`config.mk`:
```
export PLATFORM = sky130hd
export DESIGN_NAME = fp32_div_seq
export DESIGN_NICKNAME = d
export VERILOG_FILES = /design/src/rtl/fp32_pkg.sv /design/src/rtl/fp32_div_step.sv /design/src/rtl/fp32_div_seq.sv
export SDC_FILE = /design/constraint.sdc
export NUM_CORES = 1
export LEC_CHECK = 0
export ABC_AREA = 1
export BUFFER_PORTS_ARGS = -buffer_cell sky130_fd_sc_hd__buf_2
export CAP_MARGIN = 20
export CORE_MARGIN = 10
export CORE_UTILIZATION = 63
export CTS_CLUSTER_SIZE = 25
export DETAILED_ROUTE_END_ITERATION = 16
export GPL_TIMING_DRIVEN = 1
export PLACE_DENSITY = 0.85
export SYNTH_ARGS = -nofsm -noshare
export SYNTH_HDL_FRONTEND = slang
export SYNTH_HIERARCHICAL = 1
export SYNTH_SLANG_ARGS = --single-unit
```
`constraint.sdc`:
```
create_clock -name clk -period 10.6 [get_ports clk]
set_clock_uncertainty 0.05 [all_clocks]
set_input_delay 1.06 -clock clk [delete_from_list [all_inputs] [get_ports clk]]
set_output_delay 1.06 -clock clk [all_outputs]
set_load 0.03 [all_outputs]
```
`src/rtl/fp32_pkg.sv`:
```
// Shared fp32 field widths, constants, FSM state type and operand classification.
package fp32_pkg;

    localparam int EXP_W  = 8;
    localparam int MANT_W = 23;
    localparam int BIAS   = 127;

    localparam logic [31:0] QNAN    = 32'h7FC0_0001;
    localparam logic [31:0] POS_INF = 32'h7F80_0000;

    typedef enum logic [1:0] {
        IDLE,
        DIVIDE,
        ROUND,
        DONE
    } state_t;

    typedef struct packed {
        logic is_nan;
        logic is_inf;
        logic is_zero;
    } fp_class_t;

    // Denormals report as zero, so the flush-to-zero happens here.
    function automatic fp_class_t classify(input logic [31:0] x);
        fp_class_t c;
        logic [EXP_W-1:0]  e;
        logic [MANT_W-1:0] f;
        e = x[30:23];
        f = x[22:0];
        c.is_nan  = (e == '1) && (f != '0);
        c.is_inf  = (e == '1) && (f == '0);
        c.is_zero = (e == '0);
        return c;
    endfunction

endpackage

```
`src/rtl/fp32_div_step.sv`:
```
// One restoring division step: compare, conditionally subtract the divisor, shift left.
module fp32_div_step (
    input  logic [24:0] rem_i,
    input  logic [23:0] mb_i,
    output logic [24:0] rem_o,
    output logic        q_bit_o
);

    logic [25:0] diff;
    logic [24:0] rem_sel;

    // The remainder stays below twice the divisor, so the difference never needs bit 25.
    assign diff    = {1'b0, rem_i} - {2'b00, mb_i};
    assign q_bit_o = ~diff[25];
    assign rem_sel = q_bit_o ? diff[24:0] : rem_i;
    assign rem_o   = rem_sel << 1;

endmodule

```
`src/rtl/fp32_div_seq.sv`:
```
// Multi-cycle fp32 divider (restoring, RNE, FTZ) behind valid/ready handshakes.
// Optional out_flags port enabled by defining FP32_DIV_FLAGS_EN.
module fp32_div_seq
    import fp32_pkg::*;
#(
    parameter int          BITS_PER_CYCLE = 1,
    parameter logic [31:0] QNAN           = fp32_pkg::QNAN
) (
    input  logic        clk,
    input  logic        rst_n,
    input  logic        in_valid,
    output logic        in_ready,
    input  logic [31:0] in_a,
    input  logic [31:0] in_b,
    output logic        out_valid,
    input  logic        out_ready,
`ifdef FP32_DIV_FLAGS_EN
    output logic [4:0]  out_flags,
`endif
    output logic [31:0] out_result
);

    localparam int            STEPS      = (27 + BITS_PER_CYCLE - 1) / BITS_PER_CYCLE;
    localparam int            QW         = STEPS * BITS_PER_CYCLE;
    // Quotient bits beyond the 27 we need only matter as sticky information.
    localparam logic [QW-1:0] EXTRA_MASK = QW'((1 << (QW - 27)) - 1);

    state_t             state_q, state_d;
    logic [24:0]        rem_q, rem_d;
    logic [23:0]        mb_q, mb_d;
    logic [QW-1:0]      q_q, q_d;
    logic signed [9:0]  exp_q, exp_d;
    logic               sign_q, sign_d;
    logic [4:0]         cnt_q, cnt_d;
    logic [31:0]        result_q, result_d;
`ifdef FP32_DIV_FLAGS_EN
    logic [4:0]         flags_q, flags_d;
    logic [4:0]         special_flags, round_flags;
`endif

    // Restoring step chain
    logic [24:0]               rem_chain [0:BITS_PER_CYCLE];
    logic [BITS_PER_CYCLE-1:0] q_bits;

    assign rem_chain[0] = rem_q;

    for (genvar i = 0; i < BITS_PER_CYCLE; i++) begin : g_step
        fp32_div_step u_step (
            .rem_i   (rem_chain[i]),
            .mb_i    (mb_q),
            .rem_o   (rem_chain[i+1]),
            .q_bit_o (q_bits[BITS_PER_CYCLE-1-i])
        );
    end

    // Operand classification and special-case results
    fp_class_t   ca, cb;
    logic        sign_in;
    logic        is_special;
    logic [31:0] special_res;

    assign ca         = classify(in_a);
    assign cb         = classify(in_b);
    assign sign_in    = in_a[31] ^ in_b[31];
    assign is_special = ca.is_nan | cb.is_nan | ca.is_inf | cb.is_inf | ca.is_zero | cb.is_zero;

    always_comb begin
        special_res = {sign_in, 31'b0};
`ifdef FP32_DIV_FLAGS_EN
        special_flags = '0;
`endif
        if (ca.is_nan || cb.is_nan || (ca.is_inf && cb.is_inf) || (ca.is_zero && cb.is_zero)) begin
            special_res = QNAN;
`ifdef FP32_DIV_FLAGS_EN
            special_flags[4] = 1'b1;
`endif
        end else if (ca.is_inf || cb.is_zero) begin
            special_res = {sign_in, POS_INF[30:0]};
`ifdef FP32_DIV_FLAGS_EN
            special_flags[3] = cb.is_zero & ~ca.is_inf;
`endif
        end
    end

    // Normalize, round to nearest even, range check
    logic [26:0]       q27;
    logic              sticky_div;
    logic [22:0]       frac;
    logic              guard, sticky, round_up;
    logic [23:0]       frac_inc;
    logic signed [9:0] exp_n, exp_r;
    logic              ovf, unf;
    logic [31:0]       round_res;

    assign q27        = q_q[QW-1 -: 27];
    assign sticky_div = (rem_q != '0) | (|(q_q & EXTRA_MASK));

    always_comb begin
        if (q27[26]) begin
            frac   = q27[25:3];
            guard  = q27[2];
            sticky = sticky_div | (|q27[1:0]);
            exp_n  = exp_q;
        end else begin
            frac   = q27[24:2];
            guard  = q27[1];
            sticky = sticky_div | q27[0];
            exp_n  = exp_q - 10'sd1;
        end
        round_up = guard & (sticky | frac[0]);
        // An all-ones fraction wraps to zero and carries into the exponent.
        frac_inc = {1'b0, frac} + {23'd0, round_up};
        exp_r    = exp_n + $signed({9'd0, frac_inc[23]});
        ovf      = (exp_r >= 10'sd255);
        unf      = (exp_r <= 10'sd0);
        if (ovf) begin
            round_res = {sign_q, POS_INF[30:0]};
        end else if (unf) begin
            round_res = {sign_q, 31'b0};
        end else begin
            round_res = {sign_q, exp_r[7:0], frac_inc[22:0]};
        end
`ifdef FP32_DIV_FLAGS_EN
        round_flags = {1'b0, 1'b0, ovf, unf, guard | sticky | ovf | unf};
`endif
    end

    // Next-state logic
    // NOTE: every signal assigned in this block gets a default first, so no latches are inferred.
    always_comb begin
        state_d  = state_q;
        rem_d    = rem_q;
        mb_d     = mb_q;
        q_d      = q_q;
        exp_d    = exp_q;
        sign_d   = sign_q;
        cnt_d    = cnt_q;
        result_d = result_q;
`ifdef FP32_DIV_FLAGS_EN
        flags_d  = flags_q;
`endif
        case (state_q)
            IDLE: begin
                if (in_valid) begin
                    sign_d = sign_in;
                    if (is_special) begin
                        result_d = special_res;
`ifdef FP32_DIV_FLAGS_EN
                        flags_d  = special_flags;
`endif
                        state_d  = DONE;
                    end else begin
                        rem_d   = {2'b01, in_a[22:0]};
                        mb_d    = {1'b1, in_b[22:0]};
                        q_d     = '0;
                        cnt_d   = '0;
                        exp_d   = $signed({2'b00, in_a[30:23]}) - $signed({2'b00, in_b[30:23]})
                                  + 10'sd127;
                        state_d = DIVIDE;
                    end
                end
            end
            DIVIDE: begin
                rem_d = rem_chain[BITS_PER_CYCLE];
                q_d   = (q_q << BITS_PER_CYCLE) | QW'(q_bits);
                cnt_d = cnt_q + 5'd1;
                if (cnt_q == 5'(STEPS - 1)) begin
                    state_d = ROUND;
                end
            end
            ROUND: begin
                result_d = round_res;
`ifdef FP32_DIV_FLAGS_EN
                flags_d  = round_flags;
`endif
                state_d  = DONE;
            end
            DONE: begin
                if (out_ready) begin
                    state_d = IDLE;
                end
            end
            default: state_d = IDLE;
        endcase
    end

    // NOTE: sequential state uses non-blocking assignments so all registers update together.
    always_ff @(posedge clk or negedge rst_n) begin
        if (!rst_n) begin
            state_q  <= IDLE;
            rem_q    <= '0;
            mb_q     <= '0;
            q_q      <= '0;
            exp_q    <= '0;
            sign_q   <= 1'b0;
            cnt_q    <= '0;
            result_q <= '0;
`ifdef FP32_DIV_FLAGS_EN
            flags_q  <= '0;
`endif
        end else begin
            state_q  <= state_d;
            rem_q    <= rem_d;
            mb_q     <= mb_d;
            q_q      <= q_d;
            exp_q    <= exp_d;
            sign_q   <= sign_d;
            cnt_q    <= cnt_d;
            result_q <= result_d;
`ifdef FP32_DIV_FLAGS_EN
            flags_q  <= flags_d;
`endif
        end
    end

    assign in_ready   = (state_q == IDLE);
    assign out_valid  = (state_q == DONE);
    assign out_result = result_q;
`ifdef FP32_DIV_FLAGS_EN
    assign out_flags  = flags_q;
`endif

endmodule

```
Word level (Yosys, flattened, before mapping)
Index checks and enable logic that the tools add are counted.
{"block": "op_classes", "n_mux": 26, "magnitude_cmp": 2, "eq_ne": 11, "n_bitwise": 13, "n_addsub": 7, "reduce_logical": 26}
{"op": "two-way mux 32 bit", "count": 3}
{"op": "two-way mux 31 bit", "count": 3}
{"op": "one-hot mux 32 bit (2 select lines)", "count": 1}
{"op": "two-way mux 27 bit", "count": 2}
{"op": "one-hot mux 27 bit (2 select lines)", "count": 1}
{"op": "two-way mux 25 bit", "count": 2}
{"op": "one-hot mux 25 bit (2 select lines)", "count": 1}
{"op": "logical NOT 23 bit", "count": 2}
{"op": "nonzero test 23 bit", "count": 2}
{"op": "bitwise OR 27 x 1 -> 27 bit", "count": 1}
{"op": "subtractor 25 x 24 -> 26 bit", "count": 1}
{"op": "nonzero test 25 bit", "count": 1}
{"op": "adder 23 x 1 -> 24 bit", "count": 1}
{"op": "two-way mux 24 bit", "count": 1}
{"op": "two-way mux 23 bit", "count": 1}
{"op": "== test 8 bit, second input constant", "count": 2}
{"op": "logical NOT 8 bit", "count": 2}
{"op": "AND reduction 3 bit", "count": 4}
{"op": "adder 10 x 2 -> 10 bit", "count": 1}
{"op": "adder 9 x 8 -> 10 bit, second input constant", "count": 1}
{"op": ">= comparator 10 x 9 -> 1 bit, second input constant", "count": 1}
{"op": "less-or-equal comparator 10 x 1 -> 1 bit, second input constant", "count": 1}
{"op": "two-way mux 10 bit", "count": 1}
{"op": "two-way mux 5 bit", "count": 2}
{"op": "other kinds (22)", "count": 47}
{"block": "totals", "reg_bits": 126, "output_inout_bits": 34, "word_cells": 93}

Depth between registers and ports, before layout
{"block": "depth", "word_depth": 11, "mapped_depth": 29}

Cells and area by module
Netlist, hierarchy kept.
{"module": "fp32_div_seq", "instances": 1, "cells_per_inst": 976, "area_per_inst_um2": 7388.3, "seq_area_each_um2": 3153.0}
{"module": "fp32_div_step", "instances": 1, "cells_per_inst": 465, "area_per_inst_um2": 2427.3, "seq_area_each_um2": 0.0}

Least setup slack after synthesis
OpenSTA, ideal clock, no wires.
{"block": "synth_timing", "path_type": "reg-to-reg", "startpoint": "register q_q[26], in the netlist q27[26]", "endpoint": "register result_q[23], in the netlist out_result[23]", "period_less_slack_ps": 3369, "stages_incl_launch_ff": 27, "setup_ps": 124, "t_arrival_ps": 3194, "setup_slack_ps": 7231, "cell_sequence": "dfrtp_1 -> buf_6 -> buf_6 -> o21ai_1 -> nand2_1 -> nor2_1 -> inv_2 -> nor2_1 -> nand2_1 -> nor2_2 -> nand2_1 -> nor2_1 -> and3_1 -> ha_1 -> inv_1 -> nor2_1 -> nand2_1 -> nor2_2 -> nand2_2 -> nor2_2 -> nand3_1 -> xnor2_1 -> nor2_1 -> nand2_1 -> and2_1 -> buf_4 -> nand3_1"}
{"block": "synth_between", "elab_chain_len": 9, "word_cells_on_any_way": 13, "cone_classes": "add/sub: 2; order compare: 2; mux: 7; bitwise: 2"}
{"element": "from (decl)", "line": "fp32_div_seq.sv:31", "source": "logic [QW-1:0] q_q, q_d;"}
{"element": "from (signal assigned)", "line": "fp32_div_seq.sv:205", "source": "q_q <= q_d;"}
{"element": "two-way mux 1 bit / two-way mux 23 bit (equally long branches)", "line": "fp32_div_seq.sv:99", "source": "if (q27[26]) begin"}
{"element": "bitwise OR 1 bit", "line": "fp32_div_seq.sv:110", "source": "round_up = guard & (sticky | frac[0]);"}
{"element": "bitwise AND 1 bit", "line": "fp32_div_seq.sv:110"}
{"element": "adder 23 x 1 -> 24 bit", "line": "fp32_div_seq.sv:112", "source": "frac_inc = {1'b0, frac} + {23'd0, round_up};"}
{"element": "adder 10 x 2 -> 10 bit (*)", "line": "fp32_div_seq.sv:113", "source": "exp_r = exp_n + $signed({9'd0, frac_inc[23]});"}
{"element": "less-or-equal comparator 10 x 1 -> 1 bit", "line": "fp32_div_seq.sv:115", "source": "unf = (exp_r <= 10'sd0);"}
{"element": "two-way mux 31 bit", "line": "fp32_div_seq.sv:118", "source": "end else if (unf) begin"}
{"element": "two-way mux 31 bit (*)", "line": "fp32_div_seq.sv:116", "source": "if (ovf) begin"}
{"element": "one-hot mux 32 bit (2 select lines) (*)", "line": "fp32_div_seq.sv:142", "source": "case (state_q)"}
{"element": "to (signal assigned)", "line": "fp32_div_seq.sv:209", "source": "result_q <= result_d;"}
{"element": "to (decl)", "line": "fp32_div_seq.sv:35", "source": "logic [31:0] result_q, result_d;"}
Every way passes the cells marked *; elsewhere a longest branch is shown, timed or not.
A chain may end at the register's enable or synchronous reset.

Final worst setup path
{"block": "layout_timing", "startpoint": "register q_q[26], in the netlist q27[26]", "endpoint": "register result_q[24], in the netlist out_result[24]"}
The elaborated chain is that of the path after synthesis.

==> key figures <==
Routing
  – Via count: 9621
  – DR vias/cell: 5.501
  – Wire per inst: 15.37 µm
  – Remaining DRCs: 0
  – Final wirelength: 26890 µm
  – First-pass iteration count of the detailed router: 6
  – Post-route ant nets: 0
  – 1st-iter DRT viols: 981

STA
  – Minimum clock period: 4.530 ns
  – Final setup violation count: 0
  – Fmax: 220.7 MHz
  – Max_slew headroom: 31.65%
  – Final Hold Vio Count: 0
  – RSZ-0062 raised after global routing: false
  – Fin crit share: 42.74%
  – Setup TNS: 0 ns
  – Tightest Pin Transition: 1.023 ns
  – Min Hold Slack: 0.4246 ns
  – Slew Viols, Final: 0

Floorplanning
  – Rows: 45
  – Die area: 20970 µm²
  – Core area: 15260 µm²
  – Initial Utilization: 64.33%
  – Die boundary width: 144.8 µm
  – I/O pins: 102
  – Die Y: 144.8 µm

Worst setup path
  – Worst Setup EP: out_result[24]$_DFFE_PN0P_
  – Setup crit start: q27[26]$_DFFE_PN0P_
  – Worst path required time: 10.90 ns
  – Max stage delay cell, worst path: dfrtp_1
  – Crit path DAT: 4.83 ns
  – Reg-to-reg endpoint: out_result[24]$_DFFE_PN0P_
  – CP peak stage delay: 0.61 ns
  – CP max FO: 46
  – R2R cell count: 25
  – Crit start category: flop
  – Worst R2R Start: q27[26]$_DFFE_PN0P_
  – Crit Path Class: reg2reg
  – Reg2Reg Setup Slack: 6.07 ns
  – Crit end category: flop
  – CP most frequent cell: nand2_1

Global routing
  – Antenna violations before repair: 3
  – GRT Util Overall: 26.34%
  – Total grt overflow: 0
  – First-pass GRT wire length: 44450 µm
  – Largest net degree at the start of global routing: 78
  – Vias in the first global route: 9211

Clock tree
  – Clk sinks: 126
  – CTS tree: yes
  – Clock slew seen by the registers of the worst setup and hold paths: 0.06 ns
  – Max Buffers Root-to-Sink: 2
  – Root Driver: clkbuf_16
  – TritonCTS Buffers: 17
  – Cts hold-fix bufs: 0
  – Post-CTS Resized: 0
  – Postcts setup bufs: 0
  – H-tree levels: 4
  – Clk Latency, worst-skew pair: 0.42 ns

Synthesis
  – Most frequent cell after synthesis: nand2_1
  – Post-synth cell types: 48
  – Post-Syn Area: 9816 µm²
  – FFs w/ async S/R, synth: 100.0%
  – Leading area contributor after synthesis: dfrtp_1
  – Warning count from the yosys run: 6
  – Mapped Cells: 1441
  – Commonest cells in the netlist: 454 x nand2_1, 226 x inv_1, 126 x dfrtp_1, 104 x nor2_1, 82 x nand3_1
  – Synth Register Bits: 126
  – Post-synth EDFFs: 0
  – Area share of the largest cell type after synthesis: 32.12%
  – Avg Inst Size Synth: 6.812 µm²
  – Seq/Total Area, Yosys: 32.12%
  – Top post-synthesis cells by area: dfrtp_1 32%, nand2_1 17%, inv_1 8.6%
  – Syn_nets: 1554
  – Commonest register cell after synthesis: dfrtp_1

Placement
  – Port bufs: 101
  – HPWL Detailed: 20090 µm
  – Gpl congestion: 0.9711

Outcome
  – Status: finished clean

Hold path
  – Worst hold path class: reg2reg

Final layout
  – Nets: 1636
  – Core Util, Final: 72.08%
  – Share of cells above drive strength 1: 14.26%
  – Area Growth Syn to Fin: 12.05%

Run
  – Total of max-cap violations: 0

Power and ir drop
  – P per Cell Area: 319.8 nW/µm²
  – Max VDD drop: 0.2404 mV
  – Leak: 5.829 nW
## state kept, by name (all words and copies together) (netlist names)
register,cells
cnt_q,5
out_result,32
mb_q,24
exp_q,10
state_q,2
rem_q,25
q27,27
sign_q,1
## cells in the final DEF, fill, tap and decap left out, drive strengths merged, types with 29 or more instances in the layout
cell type and instances:
o21ai 71, nor2 122, nand2 469, inv 238, dfrtp 126, buf 106
ha 43, xor2 29, a21oi 34, nand3 113
## per-layer routing
metal | GRT usage [%] | part of all wire (%) | vias up
met2 | 43.14 | 47 | 354
met1 | 33.83 | 43 | 4470
li1 | - | - | 4747
met5 | 0 | 0 | -
met3 | 6.454 | 8.1 | 50
met4 | 7.500 | 1.9 | 0
## per-stage QoR
stage               instance area [µm²]  total power, W  std cells  setup WS, ns
finish                            11000        0.003517       1749         6.070
detailed placement                10370        0.002843       1715         6.255
global placement                  10370        0.002798       1715         6.469
floorplan                          9816        0.002419       1441         7.231
CTS                               10990        0.003485       1747         6.145
global route                      11000        0.003840       1748         5.642
## how the worst min path moves through the flow
stage	startpoint	end	slack [ns]	cells after the start
final	out_result[18]$_DFFE_PN0P_	out_result[18]$_DFFE_PN0P_	0.42	2
after global routing	mb_q[8]$_DFFE_PN0P_	mb_q[8]$_DFFE_PN0P_	0.45	2
after CTS	mb_q[14]$_DFFE_PN0P_	mb_q[14]$_DFFE_PN0P_	0.43	2
after detailed placement	out_result[11]$_DFFE_PN0P_	out_result[11]$_DFFE_PN0P_	0.41	2
after global placement	mb_q[15]$_DFFE_PN0P_	mb_q[15]$_DFFE_PN0P_	0.41	2
after floorplan	mb_q[23]$_DFFE_PN0P_	mb_q[23]$_DFFE_PN0P_	0.39	1
## critical path: cells and delay by family (launching register included)
family	cells	cell delay, ns
and+or+nand+nor	18	2.54
DFF	1	0.61
buffers and inverters	3	0.52
AOI/OAI and AO/OA	2	0.30
xor gates and xnor gates	1	0.22
adders and majority gates	1	0.19
## cells by family (layout without fill, tap and decap cells)
kind of cell,Yosys count,in the layout,share of synthesized area [%]
buf+inv,277,372,11.56
flops,126,126,32.12
simple gates,784,784,36.80
compound gates,164,164,9.395
fa+ha+maj,45,45,5.889
xor+xnor,44,44,4.194
other cells,1,3,0.03820
## power by group
group	internal, W	total (W)	leakage [nW]	switching [W]
combinational	0.000686	0.00214	3.90	0.00145
sequential	0.000626	0.000762	1.62	0.000136
clock	0.000382	0.000617	0.306	0.000235
## layout make-up
cell class	instances	area [µm²]
Inverter	234	878.3
Sequential cell	126	3153
Fill cell	1308	4260
Antenna cell	2	5.005
Tap cell	211	264.0
Clock buffer	19	442.9
Clock inverter	13	178.9
Multi-Input combinational cell	1038	5530
Timing Repair Buffer	106	545.5
Note: power is estimated with default switching activity, not from simulation.
